==> src/rtl/stall_gen_pkg.sv <==
`default_nettype none
// +--------------------------------------------------------------------+
// | stall_gen_pkg : shared pipeline widths, Tuse/Tnew codes, MDU times  |
// | rev 1.0                                                             |
// +--------------------------------------------------------------------+
package stall_gen_pkg;

   localparam int REG_W  = 5;
   localparam int TUSE_W = 2;
   localparam int TNEW_W = 2;
   localparam int CNT_W  = 4;

   typedef logic [REG_W-1:0]  reg_addr_t;
   typedef logic [TUSE_W-1:0] tuse_t;
   typedef logic [TNEW_W-1:0] tnew_t;
   typedef logic [CNT_W-1:0]  mdu_cnt_t;

   localparam tuse_t    TUSE_NONE   = 2'd3;
   localparam mdu_cnt_t MULT_CYCLES = 4'd5;
   localparam mdu_cnt_t DIV_CYCLES  = 4'd10;

   typedef struct packed {
      reg_addr_t a3;
      tnew_t     tnew;
      logic      start;
      logic      isdiv;
   } e_shadow_t;

   // A producer in E/M blocks an operand only if its value arrives after it is needed.
   function automatic logic raw_hazard(reg_addr_t x_a3, tnew_t x_tnew,
                                       reg_addr_t d_a, tuse_t d_tuse);
      return (x_a3 != '0) && (x_a3 == d_a) &&
             (d_tuse != TUSE_NONE) && (d_tuse < x_tnew);
   endfunction

endpackage
`default_nettype wire

==> src/rtl/stall_gen_if.sv <==
`default_nettype none
// +--------------------------------------------------------------------+
// | stall_gen_if : D-stage hazard descriptors and the stall response    |
// | rev 1.0                                                             |
// +--------------------------------------------------------------------+
interface stall_gen_if;
   import stall_gen_pkg::*;

   reg_addr_t D_A1;
   reg_addr_t D_A2;
   tuse_t     D_Tuse1;
   tuse_t     D_Tuse2;
   reg_addr_t D_A3;
   tnew_t     D_Tnew;
   logic      D_md;
   logic      D_start;
   logic      D_isdiv;
   logic      stall;

   modport master (
      output D_A1, D_A2, D_Tuse1, D_Tuse2, D_A3, D_Tnew, D_md, D_start, D_isdiv,
      input  stall
   );

   modport slave (
      input  D_A1, D_A2, D_Tuse1, D_Tuse2, D_A3, D_Tnew, D_md, D_start, D_isdiv,
      output stall
   );

endinterface
`default_nettype wire

==> src/rtl/stall_gen_mdu_busy_ctr.sv <==
`default_nettype none
// +--------------------------------------------------------------------+
// | mdu_busy_ctr : remaining-cycle counter for the mult/div unit        |
// | rev 1.0                                                             |
// +--------------------------------------------------------------------+
module mdu_busy_ctr
   import stall_gen_pkg::*;
(
   input  logic clk,
   input  logic reset,
   input  logic start,
   input  logic isdiv,
   output logic busy
);

   mdu_cnt_t r_cnt;

   always_ff @(posedge clk) begin
      if (reset) begin
         r_cnt <= '0;
      end else if (start) begin
         r_cnt <= isdiv ? DIV_CYCLES : MULT_CYCLES;
      end else if (r_cnt != '0) begin
         r_cnt <= r_cnt - mdu_cnt_t'(1);
      end
   end

   assign busy = (r_cnt != '0);

endmodule
`default_nettype wire

==> src/rtl/stall_gen.sv <==
`default_nettype none
// +--------------------------------------------------------------------+
// | stall_gen : D-stage interlock for RAW data hazards and MDU busy     |
// | rev 1.0                                                             |
// +--------------------------------------------------------------------+
module stall_gen
   import stall_gen_pkg::*;
(
   input  logic        clk,
   input  logic        reset,
   stall_gen_if.slave  bus
);

   e_shadow_t r_e;
   reg_addr_t r_m_a3;
   tnew_t     r_m_tnew;

   logic w_busy;
   logic w_hz1;
   logic w_hz2;
   logic w_mdu;
   logic w_stall;

   always_ff @(posedge clk) begin
      if (reset) begin
         r_e      <= '0;
         r_m_a3   <= '0;
         r_m_tnew <= '0;
      end else begin
         // A stalled D instruction leaves a bubble behind it in E.
         if (w_stall) begin
            r_e <= '0;
         end else begin
            r_e <= '{a3: bus.D_A3, tnew: bus.D_Tnew,
                     start: bus.D_start, isdiv: bus.D_isdiv};
         end
         r_m_a3   <= r_e.a3;
         r_m_tnew <= (r_e.tnew == '0) ? '0 : r_e.tnew - tnew_t'(1);
      end
   end

   mdu_busy_ctr u_busy (
      .clk   (clk),
      .reset (reset),
      .start (r_e.start),
      .isdiv (r_e.isdiv),
      .busy  (w_busy)
   );

   assign w_hz1 = raw_hazard(r_e.a3, r_e.tnew, bus.D_A1, bus.D_Tuse1) |
                  raw_hazard(r_m_a3, r_m_tnew, bus.D_A1, bus.D_Tuse1);
   assign w_hz2 = raw_hazard(r_e.a3, r_e.tnew, bus.D_A2, bus.D_Tuse2) |
                  raw_hazard(r_m_a3, r_m_tnew, bus.D_A2, bus.D_Tuse2);
   assign w_mdu = bus.D_md & (r_e.start | w_busy);

   assign w_stall   = w_hz1 | w_hz2 | w_mdu;
   assign bus.stall = w_stall;

endmodule
`default_nettype wire

==> src/flat_wrapper.sv <==
// flat-port wrapper written by rule: the top's interface ports become plain ports
module stall_gen_flat import stall_gen_pkg::*;
  (clk, reset, bus_D_A1, bus_D_A2, bus_D_Tuse1, bus_D_Tuse2, bus_D_A3, bus_D_Tnew, bus_D_md, bus_D_start, bus_D_isdiv, bus_stall);
  stall_gen_if bus_i ();
  input  logic clk;
  input  logic reset;
  input wire logic [$bits(bus_i.D_A1)-1:0] bus_D_A1;
  input wire logic [$bits(bus_i.D_A2)-1:0] bus_D_A2;
  input wire logic [$bits(bus_i.D_Tuse1)-1:0] bus_D_Tuse1;
  input wire logic [$bits(bus_i.D_Tuse2)-1:0] bus_D_Tuse2;
  input wire logic [$bits(bus_i.D_A3)-1:0] bus_D_A3;
  input wire logic [$bits(bus_i.D_Tnew)-1:0] bus_D_Tnew;
  input wire logic [$bits(bus_i.D_md)-1:0] bus_D_md;
  input wire logic [$bits(bus_i.D_start)-1:0] bus_D_start;
  input wire logic [$bits(bus_i.D_isdiv)-1:0] bus_D_isdiv;
  output wire logic [$bits(bus_i.stall)-1:0] bus_stall;
  assign bus_i.D_A1 = bus_D_A1;
  assign bus_i.D_A2 = bus_D_A2;
  assign bus_i.D_Tuse1 = bus_D_Tuse1;
  assign bus_i.D_Tuse2 = bus_D_Tuse2;
  assign bus_i.D_A3 = bus_D_A3;
  assign bus_i.D_Tnew = bus_D_Tnew;
  assign bus_i.D_md = bus_D_md;
  assign bus_i.D_start = bus_D_start;
  assign bus_i.D_isdiv = bus_D_isdiv;
  assign bus_stall = bus_i.stall;
  stall_gen u_core (.clk(clk), .reset(reset), .bus(bus_i));
endmodule
==> config.mk <==
export PLATFORM = sky130hd
export DESIGN_NAME = stall_gen_flat
export DESIGN_NICKNAME = d
export VERILOG_FILES = /design/src/rtl/stall_gen_pkg.sv /design/src/rtl/stall_gen_if.sv /design/src/rtl/stall_gen_mdu_busy_ctr.sv /design/src/rtl/stall_gen.sv /design/src/flat_wrapper.sv
export SDC_FILE = /design/constraint.sdc
export NUM_CORES = 1
export LEC_CHECK = 0
export ABC_CLOCK_PERIOD_IN_PS = 1800
export BUFFER_PORTS_ARGS = -buffer_cell sky130_fd_sc_hd__buf_2
export CORE_MARGIN = 2
export CORE_UTILIZATION = 52
export DETAILED_ROUTE_END_ITERATION = 7
export PLACE_DENSITY = 0.78
export SYNTH_ARGS = -nofsm -noshare
export SYNTH_HDL_FRONTEND = slang
export SYNTH_SLANG_ARGS = --single-unit
==> constraint.sdc <==
create_clock -name clk -period 1.8 [get_ports clk]
set_clock_uncertainty 0.1 [all_clocks]
set_input_delay 0 -clock clk [delete_from_list [all_inputs] [get_ports clk]]
set_output_delay 0 -clock clk [all_outputs]
set_load 0.02 [all_outputs]
==> metrics.txt <==
kind of critical path reg -> out; Post-Place Cells 177; sw power ~0.66 mW; number of warnings issued by yosys 0; critical path startpoint category flip-flop; fin. max-slew vios 0; Final Core Density 0.8256; Primary FF master, synth dfxtp_1; Std-Cell Rows 16; count of nets left with antenna violations after detail routing 0; fraction of registers with async set or reset after synthesis 0; final weighted congestion in routability-driven placement 0.9090; port buffer count 26; pin count of the biggest net entering global routing 21; buffers from clock root to sink, at most 2; distinct cell type count after synthesis 26; Final #Nets approximately 210; max-cap viol count 0; number of buffers created by CTS 3; Static Leak approximately 0.70 nW; detailed-route vias per instance ~5.5; proportion of power drawn by the clock network 0.120; setup violators final 5; flip-flop and latch count after synthesis 20; H-tree level count 1; Die Wd roughly 50 um; number of antenna violations at the first check in global routing 0; number of cells produced by synthesis 125; DIE AREA 0.002541 mm^2; Antenna Cells 0; most frequent cells after synthesis 20 x dfxtp_1, 15 x inv_1, 14 x xnor2_1, 9 x xor2_1, 8 x nor4_1; Detail Placement HPWL 1789 um; worst slew margin relative to its limit 0.6372; number of global-route vias before repair a little over 1,000; num ports 27; Avg Cell Area, Syn ~9 um^2; die height 50.41 um; ranking of synthesized cells by area dfxtp_1 36%, xnor2_1 11%, ha_1 7.8%, xor2_1 7.0%, inv_1 5.0%; Slew @ Worst Pin 0.5442 ns; violations in the final reports negative setup slack; path type of the worst min-delay path in -> reg; Yosys top cell area share 0.3575; cell area after synthesis roughly 0.0011 mm^2; combined global-route utilization of all metal layers 0.2382; DR WL/cell 16.14 um; Area growth, synth to finish 47.60%; Placeable Area 0.002002 mm^2; leading cell type by number of instances after synthesis dfxtp_1; switch share 0.3780; share of power burned in combinational logic 0.527; Min Hold Slack slightly below 0.1 ns; Clock Sink Count 20; Layout Cells excl Fill approximately 210; proportion of power drawn by flip-flops and latches 0.354; power density of the placed cells approximately 1100 mW/mm^2; Routed WL around 3300 um; 1st-iter DRT viols 22; via total after detailed routing between 1,000 and 1,500; Clock Root Buffer clkbuf_4; drt drc 0; post-synth top area cell dfxtp_1; outcome complete, but fails checks; IR drop worst, VDD between 1000 and 1500 uV; fin worst setup slack -0.2076 ns; crit path DAT ~1.9 ns; Highest Clock Rate approximately 0.5 GHz; register area share after synthesis 0.3575; clock input transition at the sequential cells of the worst setup and hold paths 0.10 ns; Post-synth EDFFs 0; clock tree from TritonCTS yes; unrepaired setup endpoints after global routing true; Final Hold Fails 0; Final period util 1.115; number of detailed-routing iterations run before antenna repair 5; fraction of layout instances using a drive strength above 1 0.3575; net count of the mapped netlist roughly 160; highest net fanout along the worst path 3; residual overflow from global routing 0; global-route wire length before repair roughly 4500 um; internal power between 1 and 1.5 mW; element type at the critical path end output pin; Fillers 108; final period demand of the worst path between 2 and 2.5 ns; clock network latency to the later pin of the worst-skew pair approximately 0.30 ns; Critical Path RT 1.70 ns; starting density of the core 0.5594
through the flow:
stage,cell area (um^2),TNS (ns),worst slack [ns],total power [mW]
floorplan,1120,0,0.1992,1.051
global placement,1284,0,0.09978,1.162
detailed placement,1284,0,0.03386,1.190
CTS,1503,-0.1474,-0.1309,1.563
global route,1653,-1.014,-0.2720,1.854
finish,1653,-0.6095,-0.2076,1.750
power by group through the flow:
stage	clock network, mW	registers (mW)	logic (mW)
after detailed placement	0	0.615	0.575
after CTS	0.213	0.608	0.742
after global placement	0	0.613	0.549
final	0.209	0.619	0.922
after floorplan	0	0.595	0.456
after global routing	0.225	0.626	1.00
per-layer routing:
layer  vias to the layer above  global-route usage  routed length, um
met1                       510              0.2935               1330
met2                        62              0.3991               1624
li1                        536                   -                  -
met5                         -                   0                  0
met4                         0              0.1036                171
met3                        23             0.05060                197
timing repair:
action | CTS | global route
pin swaps | 3 | 4
endpoints found under the setup margin | 1 | 10
buffers inserted | 8 | 8
hold buffers | 10 | 0
hold endpoints to repair | 11 | 0
resized for setup | 10 | 14
area by class of cell:
type / count / area (um^2) / area share
clock buffers: 3 / 22.52 / 0.01363
multi-input cells: 88 / 765.7 / 0.4633
flip-flops and latches: 20 / 402.9 / 0.2438
repair buffers: 53 / 371.6 / 0.2248
inverters: 15 / 56.30 / 0.03407
well taps: 27 / 33.78 / 0.02044
path summary, 6_finish.rpt:
check / startpoint / to / slack, ns / cells after the start
setup / recovery: u_core.u_busy.r_cnt[1]$_SDFFE_PP0N_ / bus_stall / -0.21 / 7
hold / removal: bus_D_md / u_core.r_e[6]$_SDFF_PP0_ / 0.1 / 5
setup reg to reg: u_core.u_busy.r_cnt[1]$_SDFFE_PP0N_ / u_core.r_e[1]$_SDFF_PP0_ / -0.18 / 9
hold reg to reg: u_core.r_e[2]$_SDFF_PP0_ / u_core.r_m_tnew[0]$_SDFF_PP0_ / 0.38 / 1
state kept, by name, summed over array words and instances (netlist names):
signal and cells:
u_core.u_busy.r_cnt 4, u_core.r_m_a3 5, u_core.r_m_tnew 2, u_core.r_e 9
logic make-up (layout without fill, tap and decap cells):
family / after synthesis / count (layout) / share of synthesized area
AOI/OAI and AO/OA: 16 / 16 / 0.1095
xor gates and xnor gates: 23 / 23 / 0.1799
adders and majority gates: 7 / 7 / 0.07821
buffers and inverters: 17 / 71 / 0.05698
DFF: 20 / 20 / 0.3575
and+or+nand+nor: 42 / 42 / 0.2179
cell usage in the layout, fill, tap and decap left out, types with 2 or more instances in the layout:
master,instances
buf_2,25
dfxtp_1,18
buf_4,15
xnor2_1,14
inv_1,13
dlygate4sd3_1,10
xor2_1,9
nor2_1,7
nor2b_1,6
ha_1,6
nor3_1,5
nand4_1,5
a21oi_1,5
nor4_4,5
nand2_1,3
nand2b_1,3
nor4_2,3
clkbuf_4,3
buf_6,3
inv_2,2
o21ai_0,2
a211oi_2,2
a211oi_1,2
dfxtp_2,2
critical path: stages (launching register included):
cell      delay (ns)
dfxtp_2         0.35
inv_2           0.08
ha_4            0.13
or3b_4          0.39
o21ai_4         0.15
o211ai_4        0.10
or2_1           0.27
buf_6           0.14
Power figures use the tool's default switching activity.
